==> config.mk <==
export PLATFORM = sky130hd
export DESIGN_NAME = perceptron_trainer_flat
export DESIGN_NICKNAME = d
export VERILOG_FILES = /design/src/rtl/perceptron_pkg.sv /design/src/rtl/perceptron_trainer_if.sv /design/src/rtl/perceptron_neuron.sv /design/src/rtl/perceptron_trainer.sv /design/src/flat_wrapper.sv
export SDC_FILE = /design/constraint.sdc
export NUM_CORES = 1
export LEC_CHECK = 0
export ABC_AREA = 1
export CAP_MARGIN = 20
export CORE_UTILIZATION = 55
export CTS_CLUSTER_SIZE = 16
export DETAILED_ROUTE_END_ITERATION = 10
export GPL_ROUTABILITY_DRIVEN = 1
export MAX_ROUTING_LAYER = met4
export PLACE_DENSITY = 0.79
export SYNTH_ARGS = -nofsm -noshare
export SYNTH_HDL_FRONTEND = slang
export SYNTH_SLANG_ARGS = --single-unit
==> constraint.sdc <==
create_clock -name clk -period 6.2 [get_ports clk]
set_clock_uncertainty 0.15 [all_clocks]
set_input_delay 0.93 -clock clk [delete_from_list [all_inputs] [get_ports clk]]
set_output_delay 0.93 -clock clk [all_outputs]
set_load 0.005 [all_outputs]
==> src/rtl/perceptron_pkg.sv <==
// Shared types, constants and helpers for the perceptron trainer.
package perceptron_pkg;

   typedef enum logic [2:0] {
      IDLE,
      CLEAR,
      EVAL,
      UPDATE,
      EPOCH_END,
      DONE
   } state_t;

   typedef logic signed [1:0] err_t;

   localparam int LIMIAR = 1;

   // Signed add clamped to the range of a width-bit two's-complement value (width <= 32).
   function automatic logic signed [31:0] sat_add(input logic signed [31:0] a,
                                                  input logic signed [31:0] b,
                                                  input int unsigned        width);
      logic signed [32:0] sum;
      logic signed [32:0] hi;
      logic signed [32:0] lo;
      sum = 33'(a) + 33'(b);
      hi  = (33'sd1 <<< (width - 1)) - 33'sd1;
      lo  = -(33'sd1 <<< (width - 1));
      if (sum > hi) begin
         return 32'(hi);
      end
      if (sum < lo) begin
         return 32'(lo);
      end
      return 32'(sum);
   endfunction

endpackage

==> src/rtl/perceptron_trainer_if.sv <==
// Host-side bus of the perceptron trainer: control, table writes and trained results.
interface perceptron_trainer_if #(
   parameter int unsigned N_IN   = 2,
   parameter int unsigned W_W    = 8,
   parameter int unsigned N_SAMP = 4,
   parameter int unsigned EP_W   = 4
);
   localparam int unsigned AW = $clog2(N_SAMP);

   logic                   start;
   logic [EP_W-1:0]        epocas;
   logic                   wr_en;
   logic [AW-1:0]          wr_addr;
   logic [N_IN-1:0]        wr_x;
   logic                   wr_y;
   logic                   busy;
   logic                   done;
   logic                   converged;
   logic [N_IN*W_W-1:0]    w;
   logic [W_W-1:0]         bias;
   logic [EP_W-1:0]        ep_count;

   modport master (
      output start, epocas, wr_en, wr_addr, wr_x, wr_y,
      input  busy, done, converged, w, bias, ep_count
   );

   modport slave (
      input  start, epocas, wr_en, wr_addr, wr_x, wr_y,
      output busy, done, converged, w, bias, ep_count
   );
endinterface

==> src/rtl/perceptron_neuron.sv <==
// Combinational neuron: weighted sum, thresholded prediction and signed error.
// Bias input and s+bias>=0 decision rule exist only with PERCEPTRON_BIAS_EN.
module perceptron_neuron
   import perceptron_pkg::*;
#(
   parameter int unsigned N_IN = 2,
   parameter int unsigned W_W  = 8
) (
   input  logic [N_IN-1:0]        x,
   input  logic                   y,
   input  logic [N_IN*W_W-1:0]    w,
`ifdef PERCEPTRON_BIAS_EN
   input  logic signed [W_W-1:0]  bias,
`endif
   output logic                   pred_c,
   output err_t                   err_c
);
   localparam int unsigned SW = W_W + $clog2(N_IN + 1);

   logic signed [SW-1:0] s_c;
`ifdef PERCEPTRON_BIAS_EN
   logic signed [SW:0]   sb_c;
`endif

   // Sum is wide enough that N_IN full-scale weights cannot overflow it.
   always_comb begin
      s_c = '0;
      for (int i = 0; i < int'(N_IN); i++) begin
         if (x[i]) begin
            s_c = s_c + SW'(signed'(w[i*W_W +: W_W]));
         end
      end
   end

   always_comb begin
`ifdef PERCEPTRON_BIAS_EN
      sb_c   = (SW+1)'(s_c) + (SW+1)'(bias);
      pred_c = ~sb_c[SW];
`else
      pred_c = (s_c >= SW'(LIMIAR));
`endif
      err_c  = err_t'({1'b0, y}) - err_t'({1'b0, pred_c});
   end

endmodule

==> src/rtl/perceptron_trainer.sv <==
// Perceptron trainer: sample table, control FSM, saturating weights, early stop.
// Optional trainable bias when PERCEPTRON_BIAS_EN is defined.
module perceptron_trainer
   import perceptron_pkg::*;
#(
   parameter int unsigned N_IN   = 2,
   parameter int unsigned W_W    = 8,
   parameter int unsigned N_SAMP = 4,
   parameter int unsigned EP_W   = 4
) (
   input  logic                 clk,
   input  logic                 rst_n,
   perceptron_trainer_if.slave  bus
);
   localparam int unsigned AW = $clog2(N_SAMP);

   state_t               state_q, state_d;
   logic [N_IN-1:0]      x_tab [N_SAMP];
   logic                 y_tab [N_SAMP];
   logic [AW-1:0]        n_q;
   logic [EP_W-1:0]      ep_q;
   logic [EP_W-1:0]      ep_next_c;
   logic [EP_W-1:0]      epocas_q;
   logic [N_IN*W_W-1:0]  w_q;
   logic signed [W_W-1:0] bias_q;
   err_t                 err_q;
   err_t                 err_c;
   logic                 pred_c;
   logic                 err_flag_q;
   logic                 busy_q, done_q, conv_q;
   logic                 last_c;

   assign ep_next_c = ep_q + EP_W'(1);
   assign last_c    = (n_q == AW'(N_SAMP - 1));

   perceptron_neuron #(.N_IN(N_IN), .W_W(W_W)) u_neuron (
      .x      (x_tab[n_q]),
      .y      (y_tab[n_q]),
      .w      (w_q),
`ifdef PERCEPTRON_BIAS_EN
      .bias   (bias_q),
`endif
      .pred_c (pred_c),
      .err_c  (err_c)
   );

   always_ff @(posedge clk or negedge rst_n) begin
      if (!rst_n) state_q <= IDLE;
      else        state_q <= state_d;
   end

   always_comb begin
      state_d = state_q;
      case (state_q)
         IDLE:      if (bus.start) state_d = CLEAR;
         CLEAR:     state_d = (epocas_q == '0) ? DONE : EVAL;
         EVAL:      state_d = UPDATE;
         UPDATE:    state_d = last_c ? EPOCH_END : EVAL;
         EPOCH_END: state_d = (!err_flag_q || ep_next_c == epocas_q) ? DONE : EVAL;
         DONE:      state_d = IDLE;
         default:   state_d = IDLE;
      endcase
   end

   // Datapath, table and registered status outputs.
   always_ff @(posedge clk or negedge rst_n) begin
      if (!rst_n) begin
         for (int k = 0; k < int'(N_SAMP); k++) begin
            x_tab[k] <= '0;
            y_tab[k] <= 1'b0;
         end
         n_q        <= '0;
         ep_q       <= '0;
         epocas_q   <= '0;
         w_q        <= '0;
         bias_q     <= '0;
         err_q      <= '0;
         err_flag_q <= 1'b0;
         busy_q     <= 1'b0;
         done_q     <= 1'b0;
         conv_q     <= 1'b0;
      end else begin
         if (bus.wr_en && !busy_q) begin
            x_tab[bus.wr_addr] <= bus.wr_x;
            y_tab[bus.wr_addr] <= bus.wr_y;
         end
         busy_q <= (state_d != IDLE);
         done_q <= (state_d == DONE);
         case (state_q)
            IDLE: if (bus.start) epocas_q <= bus.epocas;
            CLEAR: begin
               w_q        <= '0;
               bias_q     <= '0;
               n_q        <= '0;
               ep_q       <= '0;
               conv_q     <= 1'b0;
               err_flag_q <= 1'b0;
            end
            EVAL: err_q <= err_c;
            UPDATE: begin
               if (err_q != '0) begin
                  for (int i = 0; i < int'(N_IN); i++) begin
                     if (x_tab[n_q][i]) begin
                        w_q[i*W_W +: W_W] <= W_W'(sat_add(32'(signed'(w_q[i*W_W +: W_W])),
                                                          32'(err_q), W_W));
                     end
                  end
`ifdef PERCEPTRON_BIAS_EN
                  bias_q <= W_W'(sat_add(32'(bias_q), 32'(err_q), W_W));
`endif
                  err_flag_q <= 1'b1;
               end
               if (!last_c) n_q <= n_q + AW'(1);
            end
            EPOCH_END: begin
               ep_q <= ep_next_c;
               if (!err_flag_q) begin
                  conv_q <= 1'b1;
               end else if (ep_next_c != epocas_q) begin
                  err_flag_q <= 1'b0;
                  n_q        <= '0;
               end
            end
            default: ;
         endcase
      end
   end

   assign bus.busy      = busy_q;
   assign bus.done      = done_q;
   assign bus.converged = conv_q;
   assign bus.w         = w_q;
   assign bus.ep_count  = ep_q;
`ifdef PERCEPTRON_BIAS_EN
   assign bus.bias      = bias_q;
`else
   assign bus.bias      = '0;
`endif

endmodule

==> src/flat_wrapper.sv <==
// flat-port wrapper written by rule: the top's interface ports become plain ports
module perceptron_trainer_flat import perceptron_pkg::*;
#(
   parameter int unsigned N_IN   = 2,
   parameter int unsigned W_W    = 8,
   parameter int unsigned N_SAMP = 4,
   parameter int unsigned EP_W   = 4
)
  (clk, rst_n, bus_start, bus_epocas, bus_wr_en, bus_wr_addr, bus_wr_x, bus_wr_y, bus_busy, bus_done, bus_converged, bus_w, bus_bias, bus_ep_count);
  perceptron_trainer_if #(.N_IN(N_IN), .W_W(W_W), .N_SAMP(N_SAMP), .EP_W(EP_W)) bus_i ();
  input  logic clk;
  input  logic rst_n;
  input wire logic [$bits(bus_i.start)-1:0] bus_start;
  input wire logic [$bits(bus_i.epocas)-1:0] bus_epocas;
  input wire logic [$bits(bus_i.wr_en)-1:0] bus_wr_en;
  input wire logic [$bits(bus_i.wr_addr)-1:0] bus_wr_addr;
  input wire logic [$bits(bus_i.wr_x)-1:0] bus_wr_x;
  input wire logic [$bits(bus_i.wr_y)-1:0] bus_wr_y;
  output wire logic [$bits(bus_i.busy)-1:0] bus_busy;
  output wire logic [$bits(bus_i.done)-1:0] bus_done;
  output wire logic [$bits(bus_i.converged)-1:0] bus_converged;
  output wire logic [$bits(bus_i.w)-1:0] bus_w;
  output wire logic [$bits(bus_i.bias)-1:0] bus_bias;
  output wire logic [$bits(bus_i.ep_count)-1:0] bus_ep_count;
  assign bus_i.start = bus_start;
  assign bus_i.epocas = bus_epocas;
  assign bus_i.wr_en = bus_wr_en;
  assign bus_i.wr_addr = bus_wr_addr;
  assign bus_i.wr_x = bus_wr_x;
  assign bus_i.wr_y = bus_wr_y;
  assign bus_busy = bus_i.busy;
  assign bus_done = bus_i.done;
  assign bus_converged = bus_i.converged;
  assign bus_w = bus_i.w;
  assign bus_bias = bus_i.bias;
  assign bus_ep_count = bus_i.ep_count;
  perceptron_trainer #(.N_IN(N_IN), .W_W(W_W), .N_SAMP(N_SAMP), .EP_W(EP_W)) u_core (.clk(clk), .rst_n(rst_n), .bus(bus_i));
endmodule
==> results.rst <==
.. list-table::
   :header-rows: 1

   * - Metric
     - Value
   * - Most common cell type on the critical path
     - sky130_fd_sc_hd__nand2_1
   * - FP Rows
     - 29
   * - Number of global-route vias before repair
     - 3105
   * - Share of the yosys chip area belonging to registers
     - 32.6%
   * - Hold crit path type
     - flop to flop
   * - Via/cell ratio
     - 5.26
   * - Worst-case vdd ir drop
     - 0.255 mV
   * - Routed len/inst
     - 12.8 µm
   * - Routability cong.
     - 0.851
   * - Most frequent cells in the layout
     - sky130_fd_sc_hd__nand2_1 (134), sky130_fd_sc_hd__inv_1 (67), sky130_fd_sc_hd__dfrtp_1 (47)
   * - Remaining routing DRC violations
     - 0
   * - Unrepaired setup endpoints after global routing
     - no
   * - Number of flip-flops and latches in the synthesized netlist
     - 47
   * - Type of the worst setup path
     - flop to flop
   * - Gate Count Post-Synth
     - 483
   * - 1st-iter DRT viols
     - 135
   * - Root buffer cell
     - sky130_fd_sc_hd__clkbuf_8
   * - Initial standard-cell utilization of the core
     - 56.8%
   * - Post-DP Area
     - 4010 µm²
   * - Sum of buffers and inverters on the critical path
     - 1
   * - WL final
     - 7690 µm
   * - CTS buffer count
     - 5
   * - Final net count
     - 565
   * - Vias
     - 3165
   * - Leakage dissipation
     - 2.12 nW
   * - Global-route wire length before repair
     - 13700 µm
   * - Post-CTS Hold Buffers
     - 0
   * - Worst slew margin
     - 59.8%
   * - I/O pin count
     - 44
   * - Max-slew violation count
     - 0
   * - Horizontal die dimension
     - 83.0 µm
   * - Share of layout cells above drive strength 1
     - 10.5%
   * - Worst stage delay on the critical path
     - 590 ps
   * - Die area
     - 6890 µm²
   * - Standard cell core area
     - 6350 µm²
   * - Crit path max-delay cell type
     - sky130_fd_sc_hd__dfrtp_1
   * - Post-cts sizing count
     - 0
   * - Final design instance area without fill
     - 4120 µm²
   * - Die span in y
     - 83.0 µm
   * - Final HPWL from detailed placement
     - 6010 µm
   * - Share of flip-flops with an asynchronous set or reset after synthesis
     - 100%
   * - Max-cap violations
     - 0
   * - Leading cell type in the layout, fill and taps excluded
     - sky130_fd_sc_hd__nand2_1
   * - Initial antenna violation count
     - 0
   * - Post-synthesis cell area
     - 3610 µm²
   * - Clock insertion delay at the later pin of the skew report
     - 300 ps
   * - Worst path arrival time
     - 3220 ps
   * - Pin count of the biggest net entering global routing
     - 48
   * - Setup TNS
     - 0 ps
   * - All-Layer GR Usage
     - 24.8%
   * - Crit path max-delay family
     - simple AND/OR/NAND/NOR gates
   * - Number of distinct standard cells referenced by the synthesized netlist
     - 45
   * - Per-instance average area after synthesis
     - 7.47 µm²
   * - Outcome
     - complete, no violations
   * - Diode count
     - 0
   * - Number of flops mapped to enable cells by yosys
     - 0
   * - Clock tree from TritonCTS
     - done
   * - Minimum clock period after layout
     - 3150 ps
   * - Port bufs
     - 35
   * - Slew @ Worst Pin
     - 603 ps
   * - Dominant register cell in the synthesized netlist
     - sky130_fd_sc_hd__dfrtp_1
   * - Clock transition at the registers of the reported paths
     - 90 ps
   * - Power per standard cell area
     - 388 nW/µm²
   * - Number of warnings issued by yosys
     - 0
   * - Period utilization
     - 50.8%
   * - Buffer count from post-CTS setup fixing
     - 0
   * - ANT nets after route
     - 0
   * - Number of hold violations in the final report
     - 0
   * - Largest fanout on the critical path
     - 11
   * - Leftover overflow at the end of global routing
     - 0
   * - H-tree depth reported by CTS
     - 2
   * - Endpoints failing setup
     - 0
   * - Layout Area Growth over Synthesis
     - 14.1%
   * - Worst-case clock buffer depth
     - 2
   * - FMAX
     - 0.317 GHz
   * - Worst endpoint required time
     - 6270 ps
   * - Crit path cell chain
     - nand2_1, nand3_4, nand2_4, nor2_1, ha_1, ha_1, inv_1, nand2_1, nand2_1, nand2_2, nand3b_1, nand2_1, nand2_1, nand2_1, nor2_1, a21oi_2, ha_1, o21ai_0
   * - 1st-pass router iterations
     - 4
   * - Total number of clock tree sinks
     - 47
   * - Critical Path Sink Type
     - flop
   * - Type of element launching the critical path
     - flop
per-layer routing:
| layer | up-vias | track usage [%] | share of wire (%) |
|---|---|---|---|
| met5 | - | - | 0 |
| met4 | 0 | 6.74 | 1.2 |
| met3 | 9 | 3.08 | 4.0 |
| met2 | 62 | 42.8 | 50 |
| met1 | 1476 | 30.6 | 45 |
| li1 | 1618 | - | - |
power breakdown:
part | internal [mW] | switching (mW) | leakage, nW | total [mW]
combinational | 0.346 | 0.511 | 1.47 | 0.857
clock | 0.0808 | 0.113 | 0.0408 | 0.193
sequential | 0.417 | 0.129 | 0.612 | 0.546
total | 0.843 | 0.753 | 2.12 | 1.60
worst reg2reg max path, stage by stage (launching register included):
cell and delay [ps]:
sky130_fd_sc_hd__dfrtp_1 590, sky130_fd_sc_hd__nand2_1 180, sky130_fd_sc_hd__nand3_4 150, sky130_fd_sc_hd__nand2_4 100, sky130_fd_sc_hd__nor2_1 260, sky130_fd_sc_hd__ha_1 250, sky130_fd_sc_hd__ha_1 160, sky130_fd_sc_hd__inv_1 50
sky130_fd_sc_hd__nand2_1 80, sky130_fd_sc_hd__nand2_1 70, sky130_fd_sc_hd__nand2_2 110, sky130_fd_sc_hd__nand3b_1 110, sky130_fd_sc_hd__nand2_1 80, sky130_fd_sc_hd__nand2_1 50, sky130_fd_sc_hd__nand2_1 60, sky130_fd_sc_hd__nor2_1 50
sky130_fd_sc_hd__a21oi_2 170, sky130_fd_sc_hd__ha_1 250, sky130_fd_sc_hd__o21ai_0 150
stage by stage:
step | power, mW | util, % | setup slack [ps] | hold slack, ps | instances
2_1_floorplan | 1.14 | - | 3680 | 303 | 490
3_3_place_gp | 1.37 | 63.1 | 3240 | 318 | 593
3_5_place_dp | 1.40 | 63.1 | 3200 | 323 | 593
4_1_cts | 1.60 | 64.6 | 3100 | 347 | 601
5_1_grt | 1.75 | 64.9 | 2750 | 369 | 602
6_report | 1.60 | 64.9 | 3050 | 344 | 602
cell families (layout without fill, tap and decap cells):
group | Yosys count | after routing | share of synthesized area [%]
muxes | 1 | 1 | 0.312
and+or+nand+nor | 233 | 233 | 29.6
buffers and inverters | 85 | 120 | 9.95
adders and majority gates | 28 | 28 | 10.1
other | 1 | 8 | 0.104
AOI/OAI and AO/OA | 71 | 71 | 12.7
xor gates and xnor gates | 17 | 17 | 4.64
DFF | 47 | 47 | 32.6
path summary, 6_finish.rpt:
check                           startpoint            endpoint  slack, ps  cells after the start
min                        u_core.x_tab[5]     u_core.x_tab[5]        340                      2
max reg2reg                  u_core.n_q[0]     u_core.err_q[0]       3050                     18
max                          u_core.n_q[0]     u_core.err_q[0]       3050                     18
min reg2reg                u_core.x_tab[5]     u_core.x_tab[5]        340                      2
min in group asynchronous            rst_n  u_core.epocas_q[0]        410                      1
max in group asynchronous            rst_n       u_core.n_q[1]       4970                      2
final cells by class:
type,count,area [µm²]
clock inverter,3,23.8
tap,77,96.3
multi-input combinational,358,2100
fill,530,2230
timing repair buffer,36,365
sequential,47,1180
inverter,76,288
clock buffer,5,68.8
Yosys cell counts, types with 2 or more instances:
| cell | n | area (µm²) |
|---|---|---|
| sky130_fd_sc_hd__nand2_2 | 5 | 31.3 |
| sky130_fd_sc_hd__xor2_1 | 10 | 87.6 |
| sky130_fd_sc_hd__nand2_4 | 3 | 33.8 |
| sky130_fd_sc_hd__ha_1 | 26 | 325 |
| sky130_fd_sc_hd__dfrtp_1 | 47 | 1180 |
| sky130_fd_sc_hd__nor4_1 | 2 | 12.5 |
| sky130_fd_sc_hd__nor2_2 | 5 | 31.3 |
| sky130_fd_sc_hd__o21ai_0 | 24 | 120 |
| sky130_fd_sc_hd__nand3_2 | 3 | 30.0 |
| sky130_fd_sc_hd__nand4_1 | 5 | 31.3 |
| sky130_fd_sc_hd__a21oi_1 | 21 | 105 |
| sky130_fd_sc_hd__inv_2 | 7 | 26.3 |
| sky130_fd_sc_hd__o21ai_1 | 7 | 35.0 |
| sky130_fd_sc_hd__xnor2_1 | 6 | 52.6 |
| sky130_fd_sc_hd__nand3_1 | 31 | 155 |
| sky130_fd_sc_hd__buf_4 | 8 | 60.1 |
| sky130_fd_sc_hd__inv_1 | 67 | 251 |
| sky130_fd_sc_hd__o21ai_2 | 6 | 52.6 |
| sky130_fd_sc_hd__nor3_1 | 5 | 25.0 |
| sky130_fd_sc_hd__a21oi_4 | 2 | 32.5 |
| sky130_fd_sc_hd__nand2_1 | 134 | 503 |
| sky130_fd_sc_hd__nand3_4 | 2 | 35.0 |
| sky130_fd_sc_hd__nor2_4 | 2 | 22.5 |
| sky130_fd_sc_hd__o21bai_2 | 2 | 22.5 |
| sky130_fd_sc_hd__fa_1 | 2 | 40.0 |
| sky130_fd_sc_hd__nor2_1 | 32 | 120 |
state kept, by name, summed over array words and instances (netlist names):
name / count
u_core.bus.ep_count: 4
u_core.bus.converged: 1
u_core.err_flag_q: 1
u_core.bus.busy: 1
u_core.x_tab: 8
u_core.y_tab: 4
u_core.n_q: 2
u_core.state_q: 3
u_core.err_q: 2
u_core.bus.w: 16
u_core.bus.done: 1
u_core.epocas_q: 4
(Power assumes the default switching activity.)
